`src/rtl/bcd_seg_pkg.sv`:
```
// Shared constants for the multiplexed BCD seven-segment scanner.
// Segment patterns are active-high, bit0 = a .. bit6 = g.
package bcd_seg_pkg;

    localparam int BCD_W = 4;
    localparam int SEG_W = 7;

    typedef logic [SEG_W-1:0] seg_t;

    localparam seg_t SEG_0     = 7'h3F;
    localparam seg_t SEG_1     = 7'h06;
    localparam seg_t SEG_2     = 7'h5B;
    localparam seg_t SEG_3     = 7'h4F;
    localparam seg_t SEG_4     = 7'h66;
    localparam seg_t SEG_5     = 7'h6D;
    localparam seg_t SEG_6     = 7'h7D;
    localparam seg_t SEG_7     = 7'h07;
    localparam seg_t SEG_8     = 7'h7F;
    localparam seg_t SEG_9     = 7'h6F;
    localparam seg_t SEG_BLANK = 7'h00;

endpackage

```
`src/rtl/bcd_to_7seg.sv`:
```
// Combinational BCD-to-seven-segment decoder; codes 10..15 go dark and raise err_o.
module bcd_to_7seg
    import bcd_seg_pkg::*;
(
    input  logic [BCD_W-1:0] code_i,
    output seg_t             seg_o,
    output logic             err_o
);

    always_comb begin
        seg_o = SEG_BLANK;
        err_o = 1'b0;
        case (code_i)
            4'd0:    seg_o = SEG_0;
            4'd1:    seg_o = SEG_1;
            4'd2:    seg_o = SEG_2;
            4'd3:    seg_o = SEG_3;
            4'd4:    seg_o = SEG_4;
            4'd5:    seg_o = SEG_5;
            4'd6:    seg_o = SEG_6;
            4'd7:    seg_o = SEG_7;
            4'd8:    seg_o = SEG_8;
            4'd9:    seg_o = SEG_9;
            default: err_o = 1'b1;
        endcase
    end

endmodule

```
`src/rtl/bcd_seg_scanner.sv`:
```
// Time-multiplexed scanner driving NUM_DIGITS BCD decades onto one seven-segment bus.
// Optional leading-zero blanking is compiled in with macro BCD_SCAN_LZB_EN.
module bcd_seg_scanner
    import bcd_seg_pkg::*;
#(
    parameter int NUM_DIGITS = 4,
    parameter int SCAN_DIV   = 1000
)
(
    input  logic                          clk,
    input  logic                          rstn,
    input  logic                          en,
    input  logic                          load,
    input  logic [BCD_W*NUM_DIGITS-1:0]   digits_in,
    output logic [SEG_W-1:0]              seg,
    output logic [NUM_DIGITS-1:0]         an,
    output logic                          err
);

    localparam int PW = (SCAN_DIV > 1) ? $clog2(SCAN_DIV) : 1;
    localparam int IW = $clog2(NUM_DIGITS);
    localparam logic [PW-1:0] PRESC_MAX = PW'(SCAN_DIV - 1);
    localparam logic [IW-1:0] IDX_MAX   = IW'(NUM_DIGITS - 1);

    logic [BCD_W*NUM_DIGITS-1:0] snap_q;
    logic [PW-1:0]               presc_q, presc_d;
    logic [IW-1:0]               idx_q, idx_d;
    seg_t                        seg_q, seg_d;
    logic [NUM_DIGITS-1:0]       an_q, an_d;
    logic                        err_q, err_d;

    logic [BCD_W-1:0] dig [NUM_DIGITS];
    logic [BCD_W-1:0] cur_dig;
    seg_t             dec_seg;
    logic             dec_err;
    logic             tick;

    genvar gi;
    generate
        for (gi = 0; gi < NUM_DIGITS; gi++) begin : g_slot
            assign dig[gi]  = snap_q[gi*BCD_W +: BCD_W];
            assign an_d[gi] = (idx_q == IW'(gi));
        end
    endgenerate

    assign cur_dig = dig[idx_q];
    assign tick    = en && (presc_q == PRESC_MAX);

    bcd_to_7seg u_dec (
        .code_i (cur_dig),
        .seg_o  (dec_seg),
        .err_o  (dec_err)
    );

`ifdef BCD_SCAN_LZB_EN
    // zero_from[i]: decade i and every more-significant decade are zero.
    logic [NUM_DIGITS-1:0] zero_from;
    logic                  blank;

    generate
        for (gi = 0; gi < NUM_DIGITS; gi++) begin : g_lzb
            if (gi == NUM_DIGITS - 1) begin : g_top
                assign zero_from[gi] = (dig[gi] == '0);
            end else begin : g_mid
                assign zero_from[gi] = (dig[gi] == '0) && zero_from[gi+1];
            end
        end
    endgenerate

    assign blank = (idx_q != '0) && zero_from[idx_q];
    assign seg_d = blank ? SEG_BLANK : dec_seg;
    assign err_d = blank ? 1'b0 : dec_err;
`else
    assign seg_d = dec_seg;
    assign err_d = dec_err;
`endif

    always_comb begin
        presc_d = presc_q;
        idx_d   = idx_q;
        if (en) begin
            if (tick) begin
                presc_d = '0;
                idx_d   = (idx_q == IDX_MAX) ? '0 : idx_q + 1'b1;
            end else begin
                presc_d = presc_q + 1'b1;
            end
        end
    end

    // Outputs decode the pre-edge index and snapshot, so a load coinciding with a tick shows both changes together.
    always_ff @(posedge clk or negedge rstn) begin
        if (!rstn) begin
            snap_q  <= '0;
            presc_q <= '0;
            idx_q   <= '0;
            seg_q   <= SEG_BLANK;
            an_q    <= '0;
            err_q   <= 1'b0;
        end else begin
            if (load) begin
                snap_q <= digits_in;
            end
            presc_q <= presc_d;
            idx_q   <= idx_d;
            seg_q   <= seg_d;
            an_q    <= an_d;
            err_q   <= err_d;
        end
    end

    assign seg = seg_q;
    assign an  = an_q;
    assign err = err_q;

endmodule

```
`config.mk`:
```
export PLATFORM = sky130hd
export DESIGN_NAME = bcd_seg_scanner
export DESIGN_NICKNAME = d
export VERILOG_FILES = /design/src/rtl/bcd_seg_pkg.sv /design/src/rtl/bcd_to_7seg.sv /design/src/rtl/bcd_seg_scanner.sv
export SDC_FILE = /design/constraint.sdc
export NUM_CORES = 1
export LEC_CHECK = 0
export CAP_MARGIN = 20
export CELL_PAD_IN_SITES_DETAIL_PLACEMENT = 0
export CELL_PAD_IN_SITES_GLOBAL_PLACEMENT = 1
export CORE_ASPECT_RATIO = 0.9
export CORE_MARGIN = 3
export CORE_UTILIZATION = 41
export DETAILED_ROUTE_END_ITERATION = 6
export GPL_TIMING_DRIVEN = 0
export PLACE_DENSITY_LB_ADDON = 0.1
export REMOVE_ABC_BUFFERS = 1
export SYNTH_ARGS = -nofsm -noshare
export SYNTH_HDL_FRONTEND = slang
export SYNTH_SLANG_ARGS = --single-unit
```
`constraint.sdc`:
```
create_clock -name clk -period 2.63 [get_ports clk]
set_input_delay 0.263 -clock clk [delete_from_list [all_inputs] [get_ports clk]]
set_output_delay 0.263 -clock clk [all_outputs]
set_load 0.01 [all_outputs]
```
-- After elaboration in Yosys (flattened, before gate mapping)
Cells that the tools add are included.
Widths: inputs -> output; s select.
- $add $sub $neg: 2
- $lt $le $gt $ge: 1
- equality and inequality tests: 13
- multiplexer cells: 7
- bitwise gates (word level): 1
- reductions and logical operators: 5
- operators with widths (kind ; count):
    $pmux 7 s10 ; 1
    $eq 4x3->1 const B ; 4
    $add 10x1->10 const B ; 1
    $eq 10x10->1 const B ; 1
    $mux 10 ; 1
    $reduce_or 10->1 ; 1
    $bmux 4 s2 ; 1
    $eq 4x2->1 const B ; 2
    $eq 4x4->1 const B ; 2
    $mux 4 ; 2
    $eq 2x2->1 const B ; 2
    $eq 4x1->1 const B ; 1
    $logic_not 4->1 ; 1
    $ge 3x3->1 const B ; 1
    $not 2->3 ; 1
    $add 2x1->2 const B ; 1
    $eq 2x1->1 const B ; 1
    $logic_not 2->1 ; 1
    $mux 2 ; 1
    $reduce_and 2->1 ; 1
    $logic_and 1x1->1 ; 1
    $mux 1 ; 1
- flip-flop bits (word level): 40
- input port bits: 20
- output and inout bits: 12
- logic and storage cells: 35

-- Depth between registers and ports, before layout
Gate-level depths: netlist of the first run.
- depth in word-level cells: 7
- mapped depth: 6
- depth with buffers taken out: 5

-- Modules after synthesis
Synthesis of the first run repeated with hierarchy kept, for this count alone.
- cell total of the unflattened synthesis: 142
- area, all modules: 1866.8 sq um
- by module, submodules not included (module ; instances ; cells an instance ; area an instance (sq um) ; sequential area each (sq um)):
    bcd_seg_scanner ; 1 ; 118 ; 1671.6 ; 1001.0
    bcd_to_7seg ; 1 ; 24 ; 195.2 ; 0.0

-- Worst setup path after synthesis of the first run
Ideal clock, no wire load.
- path type: register -> register
- from: reg idx_q[0]
- to: reg seg_q[3], in the netlist seg[3]
- setup time: 0.094 ns
- arrival: 1.737 ns
- required time: 2.536 ns
- slack: 0.799 ns
- cell stages (with the launch flop): 7
- path buffers: 2
- clock period less this slack: 1.831 ns
- cells stage by stage: dfrtp_1 > buf_6 > mux4_2 > or2_1 > buf_6 > and2_4 > a221oi_2
- cells in the longest elaborated chain, start to end: 6
- elaborated cells on any way between the ends: 15
- those cells by class: 9 x eq/ne; 4 x mux; 1 x bitwise; 1 x reduce/logical
- ends and longest elaborated chain (what ; RTL line ; RTL):
    from (decl) ; bcd_seg_scanner.sv:27 ; logic [IW-1:0] idx_q, idx_d;
    from (signal assigned) ; bcd_seg_scanner.sv:105 ; idx_q <= idx_d;
    $not 2->3 (implied by the code) (*) ; bcd_seg_scanner.sv:46 ; assign cur_dig = dig[idx_q];
    $bmux 4 s2 (*) ; bcd_seg_scanner.sv:46 ;
    $mux 4 (implied by the code) (*) (2 in series) ; bcd_seg_scanner.sv:46 ;
    $eq 4x4->1, or another cell as far along ; bcd_to_7seg.sv:13 ; case (code_i)
    $pmux 7 s10 (*) ; bcd_to_7seg.sv:13 ;
    via dec_seg[3] ; bcd_seg_scanner.sv:34 ; seg_t dec_seg;
    to (signal assigned) ; bcd_seg_scanner.sv:106 ; seg_q <= seg_d;
    to (decl) ; bcd_seg_scanner.sv:28 ; seg_t seg_q, seg_d;
The timed path passes the listed nets; every way through them passes the cells marked *. The select of a mux whose other input is x is not followed.
A chain may end at the register's enable or synchronous reset.

-- Worst setup path in the final report of the first run
Ends and elaborated chain as after synthesis.

==> summary.md, run 1 <==
| Metric | Value |
|---|---|
| Outcome | finished, final reports clean |
| Tcrit/Tclk final | 0.772 |
| Max Clock Skew | 4.12 ps |
| Wire per inst | between 10 and 15 um |
| R2R setup slack | 600 ps |
| RSZ-0062 raised after global routing | false |
| CP required | 2820 ps |
| H-tree depth | 2 |
| Power after layout | between 1500 and 2000 uW |
| WP data arrival | 2220 ps |
| Postcts setup bufs | 0 |
| First DRT Iteration DRCs | 94 |
| Post-DP Area | 2100 um^2 |
| Final Setup Violations | 0 |
| ANT cells | 0 |
| Commonest non-fill, non-tap cell in the layout | dfrtp_1 |
| Via density | 5.29 |
| Startpoint Class | flop |
| R2r worst-path depth | 4 |
| Crit end category | flop |
| Worst min path class | primary input to async pin |
| Max VDD drop | 371 uV |
| Fmax | 0.493 GHz |
| Post-DP HPWL | around 2200 um |
| Latest clock arrival within the worst-skew pair | 280 ps |
| Tmin final | a little over 2000 ps |
| Max_cap viols | 0 |
| Least-Margin Pin Slew | about 880 ps |
| Critical path startpoint | idx_q[0] |
| Die ar. | approximately 5200 um^2 |
| Seq/Total Area, Yosys | 0.564 |
| CTS tree | done |
| Main synth FF type | dfrtp_1 |
| GPL Wtd Cong | 0.708 |
| GRT Total Usage | 0.140 |
| Largest net degree at the start of global routing | 41 |
| Mean Syn Cell Area | 12.8 um^2 |
| Root Driver | clkbuf_8 |
| Crit-path max FO | 8 |
| Die height | slightly below 70 um |
| Final Hold Viols | 0 |
| Pwr/cell area | 686 nW/um^2 |
| Design area | 2200 um^2 |
| Cell count after synthesis | ~140 |
| Setup TNS | 0 ps |
| Die X | approximately 75 um |
| Max-slew violation count | 0 |
| Adder-Cell Fraction of Synth Area | 0.0352 |
| Initial antenna violation count | 0 |
| Synthesized area | 1780 um^2 |
| Compound-Gate Fraction of Synth Area | 0.0712 |
| Total Routed Length | 3090 um |
| Grt total ovfl | 0 |
| Initial Util | 0.430 |
| # port buffers | 31 |
| Leakage power | 0.000940 uW |
| Finished Core Util | 0.533 |
| Ports | 32 |
| Clock-pin slew on the worst setup and hold paths | 70 ps |
| R2r endpoint | seg[3] |
| Core area | between 4000 and 5000 um^2 |
| EDFF count, synth | 0 |
| Ys Warns | 0 |
| Placed Instances | 212 |
| Drt drc | 0 |
| Final Instance Count excl. Fillers | approximately 220 |
| Max_slew headroom | 0.416 |
| Post-route antenna net violation count | 0 |
| Ys async rst share | 1.00 |
| Yosys reg bits | 40 |
| Synth Area in Simple Gates | 0.106 |
| Distinct cells, synth | 32 |
| Largest family of logic cells by synthesized area | multiplexers |
| Resize count post-CTS | 0 |
| Vias | between 1000 and 1500 |
| Synth Area in XOR/XNOR | 0.0296 |
| Crit Path Class | flop to flop |
| First-pass GRT wire length | ~5200 um |
| Startpoint of the worst register-to-register path | idx_q[0] |
| Hold buffer count at cts | 0 |
| Clock sink count | 40 |
| Vias in the first global route | 1137 |
| Share of post-route cells with drive strength above 1 | 0.181 |
| Mux share of post-synthesis cell area | 0.163 |
| Commonest cells after routing, fill and taps aside | 40 x dfrtp_1, 30 x clkdlybuf4s50_1, 17 x mux2_2 |
| Core Rows | 22 |
| Max Root-Sink Buffers | 2 |
| Area Growth Syn to Fin | 23.9% |
| NumNets Final | approximately 200 |
| CTS Buf Count | 5 |
| Pre-antenna DRT Iters | 4 |
-- worst max-delay path by stage --
stage | end | slack [ps] | depth (start not counted)
detailed placement | presc_q[0] | 310 | 5
finish | seg[3] | 600 | 4
CTS | seg[3] | 600 | 4
global route | seg[3] | 490 | 4
global placement | presc_q[0] | 320 | 5
floorplan | seg[3] | 820 | 4
-- state kept, by name, indices dropped and copies added, names as in the netlist --
name	count
an	4
err	1
idx_q	2
presc_q	10
seg	7
snap_q	16
-- worst max-delay path: stages, from the launching register on --
cell and delay [ps]:
dfrtp_1 570, mux4_2 670, or2_1 320, and2_4 200, a221oi_2 180
-- cell usage after synthesis, types with 2 or more instances --
| master | instances | area [um^2] |
|---|---|---|
| a21oi_1 | 8 | 40.0 |
| buf_6 | 2 | 22.5 |
| clkbuf_1 | 4 | 15.0 |
| dfrtp_1 | 40 | 1000 |
| ha_1 | 5 | 62.6 |
| inv_1 | 5 | 18.8 |
| mux2_2 | 17 | 191 |
| mux4_1 | 2 | 52.6 |
| mux4_2 | 2 | 45.0 |
| nand2_1 | 8 | 30.0 |
| nand2b_1 | 2 | 12.5 |
| nand4_1 | 3 | 18.8 |
| nor2_1 | 10 | 37.5 |
| nor3_1 | 3 | 15.0 |
| o21ai_0 | 5 | 25.0 |
| o22ai_1 | 2 | 12.5 |
| or3_1 | 2 | 12.5 |
| xnor2_1 | 4 | 35.0 |
| xor2_1 | 2 | 17.5 |
-- per-layer routing --
layer / up-vias / global-route usage / part of all wire
met2: 25 / 0.223 / 0.48
li1: 554 / - / -
met3: 5 / 0.0455 / 0.039
met5: - / 0 / 0
met1: 574 / 0.176 / 0.46
met4: 0 / 0.0590 / 0.014
-- cell type report --
class / count / area (um^2)
inverters: 5 / 18.8
clock buffers: 7 / 96.3
well taps: 48 / 60.1
flip-flops and latches: 40 / 1000
repair buffers: 31 / 305
multi-input cells: 88 / 718
fillers: 373 / 1930
-- report_power, final --
| group | switching (uW) | total, uW | internal, uW |
|---|---|---|---|
| clock network | 198 | 432 | 234 |
| registers | 79.5 | 787 | 707 |
| logic | 127 | 290 | 163 |
| total | 404 | 1510 | 1100 |
-- logic make-up (layout without fill, tap and decap cells) --
kind of cell               after synthesis  after routing
AOI/OAI and AO/OA                       20             20
DFF                                     40             40
buffers and inverters                   11             43
xor gates and xnor gates                 6              6
muxes                                   21             21
and+or+nand+nor                         36             36
adders and majority gates                5              5
-- per-stage QoR --
stage               hold WS, ps  setup slack (ps)
finish                     92.7               600
global placement            482               317
detailed placement          437               307
floorplan                 -32.6               815
global route                170               492
CTS                         124               602
(Power assumes the default switching activity.)
==> inputs of run 2 (changes only) <==
CORE_UTILIZATION = 37   (was 41)
clock period = 1.8 ns   (was 2.63 ns; I/O delays follow)
==> run 2 against run 1 <==
Core utilization is 2.9 points lower. Non-clock buffer count is 9 higher. The flow now finishes with violations (negative hold slack). Wire length is 2.9% higher. First-iteration DRC count is 57% lower. Final area is 4.2% higher. Register-to-register slack worse by 520 ps. Largest power group unchanged. Clock power is 45% higher. Count of clock-buffer cells in the layout stayed put. Flip-flop and latch count stayed put.
==> summary.md, run 2 (same netlist as run 1, synthesis figures left out) <==
| Metric | Value |
|---|---|
| Core area | 4550 um^2 |
| CTS Buf Count | 5 |
| Fmax | 0.582 GHz |
| Crit Path Class | flop to flop |
| Max Clock Skew | approximately 5.5 ps |
| Tcrit/Tclk final | 0.954 |
| Die X | 79.0 um |
| First-pass GRT wire length | 5780 um |
| Pre-antenna DRT Iters | 4 |
| GPL Wtd Cong | 0.719 |
| Max VDD drop | 433 uV |
| Max FFs per register | 16 |
| Core Rows | 23 |
| Vias in the first global route | between 1000 and 1500 |
| # port buffers | 31 |
| Worst Setup Slack, final | 82.8 ps |
| Grt total ovfl | 0 |
| Share of post-route cells with drive strength above 1 | 0.250 |
| Fill cells | 433 |
| Max_slew headroom | 0.433 |
| WHS | -1.36 ps |
| Latest clock arrival within the worst-skew pair | ~290 ps |
| Crit-path max FO | 6 |
| Drt drc | 0 |
| Sw Ratio | 0.268 |
| GRT Total Usage | 0.132 |
| Sw Pwr | between 500 and 600 uW |
| Post-route antenna net violation count | 0 |
| Clock power frac | 0.282 |
| H-tree depth | 2 |
| Max-slew violation count | 0 |
| Total Routed Length | around 3200 um |
| Failing checks | negative hold slack |
| Worst min path class | primary input to async pin |
| Finished Core Util | 0.504 |
| CTS tree | done |
| Post-DP HPWL | around 2200 um |
| Final Setup Violations | 0 |
| Biggest register | snap_q |
| Comb power frac | 0.197 |
| Initial antenna violation count | 0 |
| CP required | 1990 ps |
| WP data arrival | between 1500 and 2000 ps |
| Initial Util | 0.390 |
| R2r worst-path depth | 4 |
| Clock sink count | 40 |
| Largest net degree at the start of global routing | 41 |
| Commonest non-fill, non-tap cell in the layout | dfrtp_1 |
| Vias | 1156 |
| Setup Slack @ Placement | -475 ps |
| Die height | roughly 72 um |
| First DRT Iteration DRCs | 40 |
| Root Driver | clkbuf_8 |
| Commonest cells after routing, fill and taps aside | 39 x dfrtp_1, 30 x clkdlybuf4s50_1, 17 x mux2_2 |
| R2R setup slack | about 83 ps |
| Max_cap viols | 0 |
| Ports | 32 |
| Critical path startpoint | idx_q[0] |
| Wire per inst | 13.1 um |
| Seq pwr share | 0.520 |
| Clock-pin slew on the worst setup and hold paths | 70 ps |
| Leakage power | 0.000983 uW |
| Startpoint of the worst register-to-register path | idx_q[0] |
| Tmin final | 1720 ps |
| Crit end category | flop |
| Max Root-Sink Buffers | 2 |
| Least-Margin Pin Slew | 850 ps |
| Area Growth Syn to Fin | 29.1% |
| Crit path capture | seg[3] |
| Startpoint Class | flop |
| Final Hold Viols | 9 |
| ANT cells | 0 |
| Setup TNS | 0 ps |
| NumNets Final | 205 |
| Hold buffer count at cts | 0 |
| Die ar. | approximately 5700 um^2 |
| R2r endpoint | seg[3] |
| Via density | 4.78 |
| Outcome | complete, but fails checks |
| Internal power | around 1600 uW |
| Pwr/cell area | 970 nW/um^2 |
run 2: changes by cell type in the layout (fill, tap and decap cells not counted), sizes merged:
cell / previous run / this run
buf: 1 / 10
run 2: worst min-delay path by stage:
stage          startpoint   endpoint  slack (ps)  cells after the start
3_5_place_dp         rstn     seg[5]         350                      1
4_1_cts              rstn     seg[5]          30                      1
6_report             rstn     seg[5]          -1                      1
2_1_floorplan        rstn      an[0]        -120                      0
5_1_grt              rstn  snap_q[2]          70                      1
3_3_place_gp    snap_q[8]  snap_q[8]         480                      1
run 2: repair_timing:
item	CTS	global route
setup buffers	3	6
resized for setup	3	3
pin swaps	1	1
setup endpoints to repair	14	4
run 2: stage by stage:
| step | cells | total power [uW] | area (um^2) |
|---|---|---|---|
| after global routing | 242 | 2380 | 2290 |
| after floorplan | 133 | 1400 | 1740 |
| after detailed placement | 226 | 1590 | 2120 |
| after CTS | 236 | 2240 | 2250 |
| final | 242 | 2220 | 2290 |
| after global placement | 226 | 1570 | 2130 |
run 2: area by class of cell:
class	count	area, um^2	area share
flip-flops and latches	40	1000	0.437
multi-input cells	88	724	0.316
repair buffers	40	373	0.163
clock buffers	7	96.3	0.0420
well taps	62	77.6	0.0338
inverters	5	18.8	0.00819
run 2: power groups by stage:
stage	combinational [uW]	clock (uW)	sequential, uW
after floorplan	247	0	1160
after global placement	414	0	1160
after detailed placement	424	0	1170
after CTS	433	652	1160
after global routing	502	692	1180
final	439	628	1160
run 2: routing by layer:
layer | vias to the layer above | routed length [um] | part of all wire | global-route usage
li1 | 574 | - | - | -
met1 | 548 | 1540 | 0.48 | 0.185
met2 | 28 | 1440 | 0.45 | 0.193
met3 | 6 | 146 | 0.046 | 0.0377
met4 | 0 | 59 | 0.019 | 0.0573
met5 | - | 0 | 0 | 0
run 2: critical path, stage by stage (launching register included):
cell and delay, ps:
dfrtp_2 440, mux4_2 560, or2_4 280, and2_4 170, a221oi_2 170
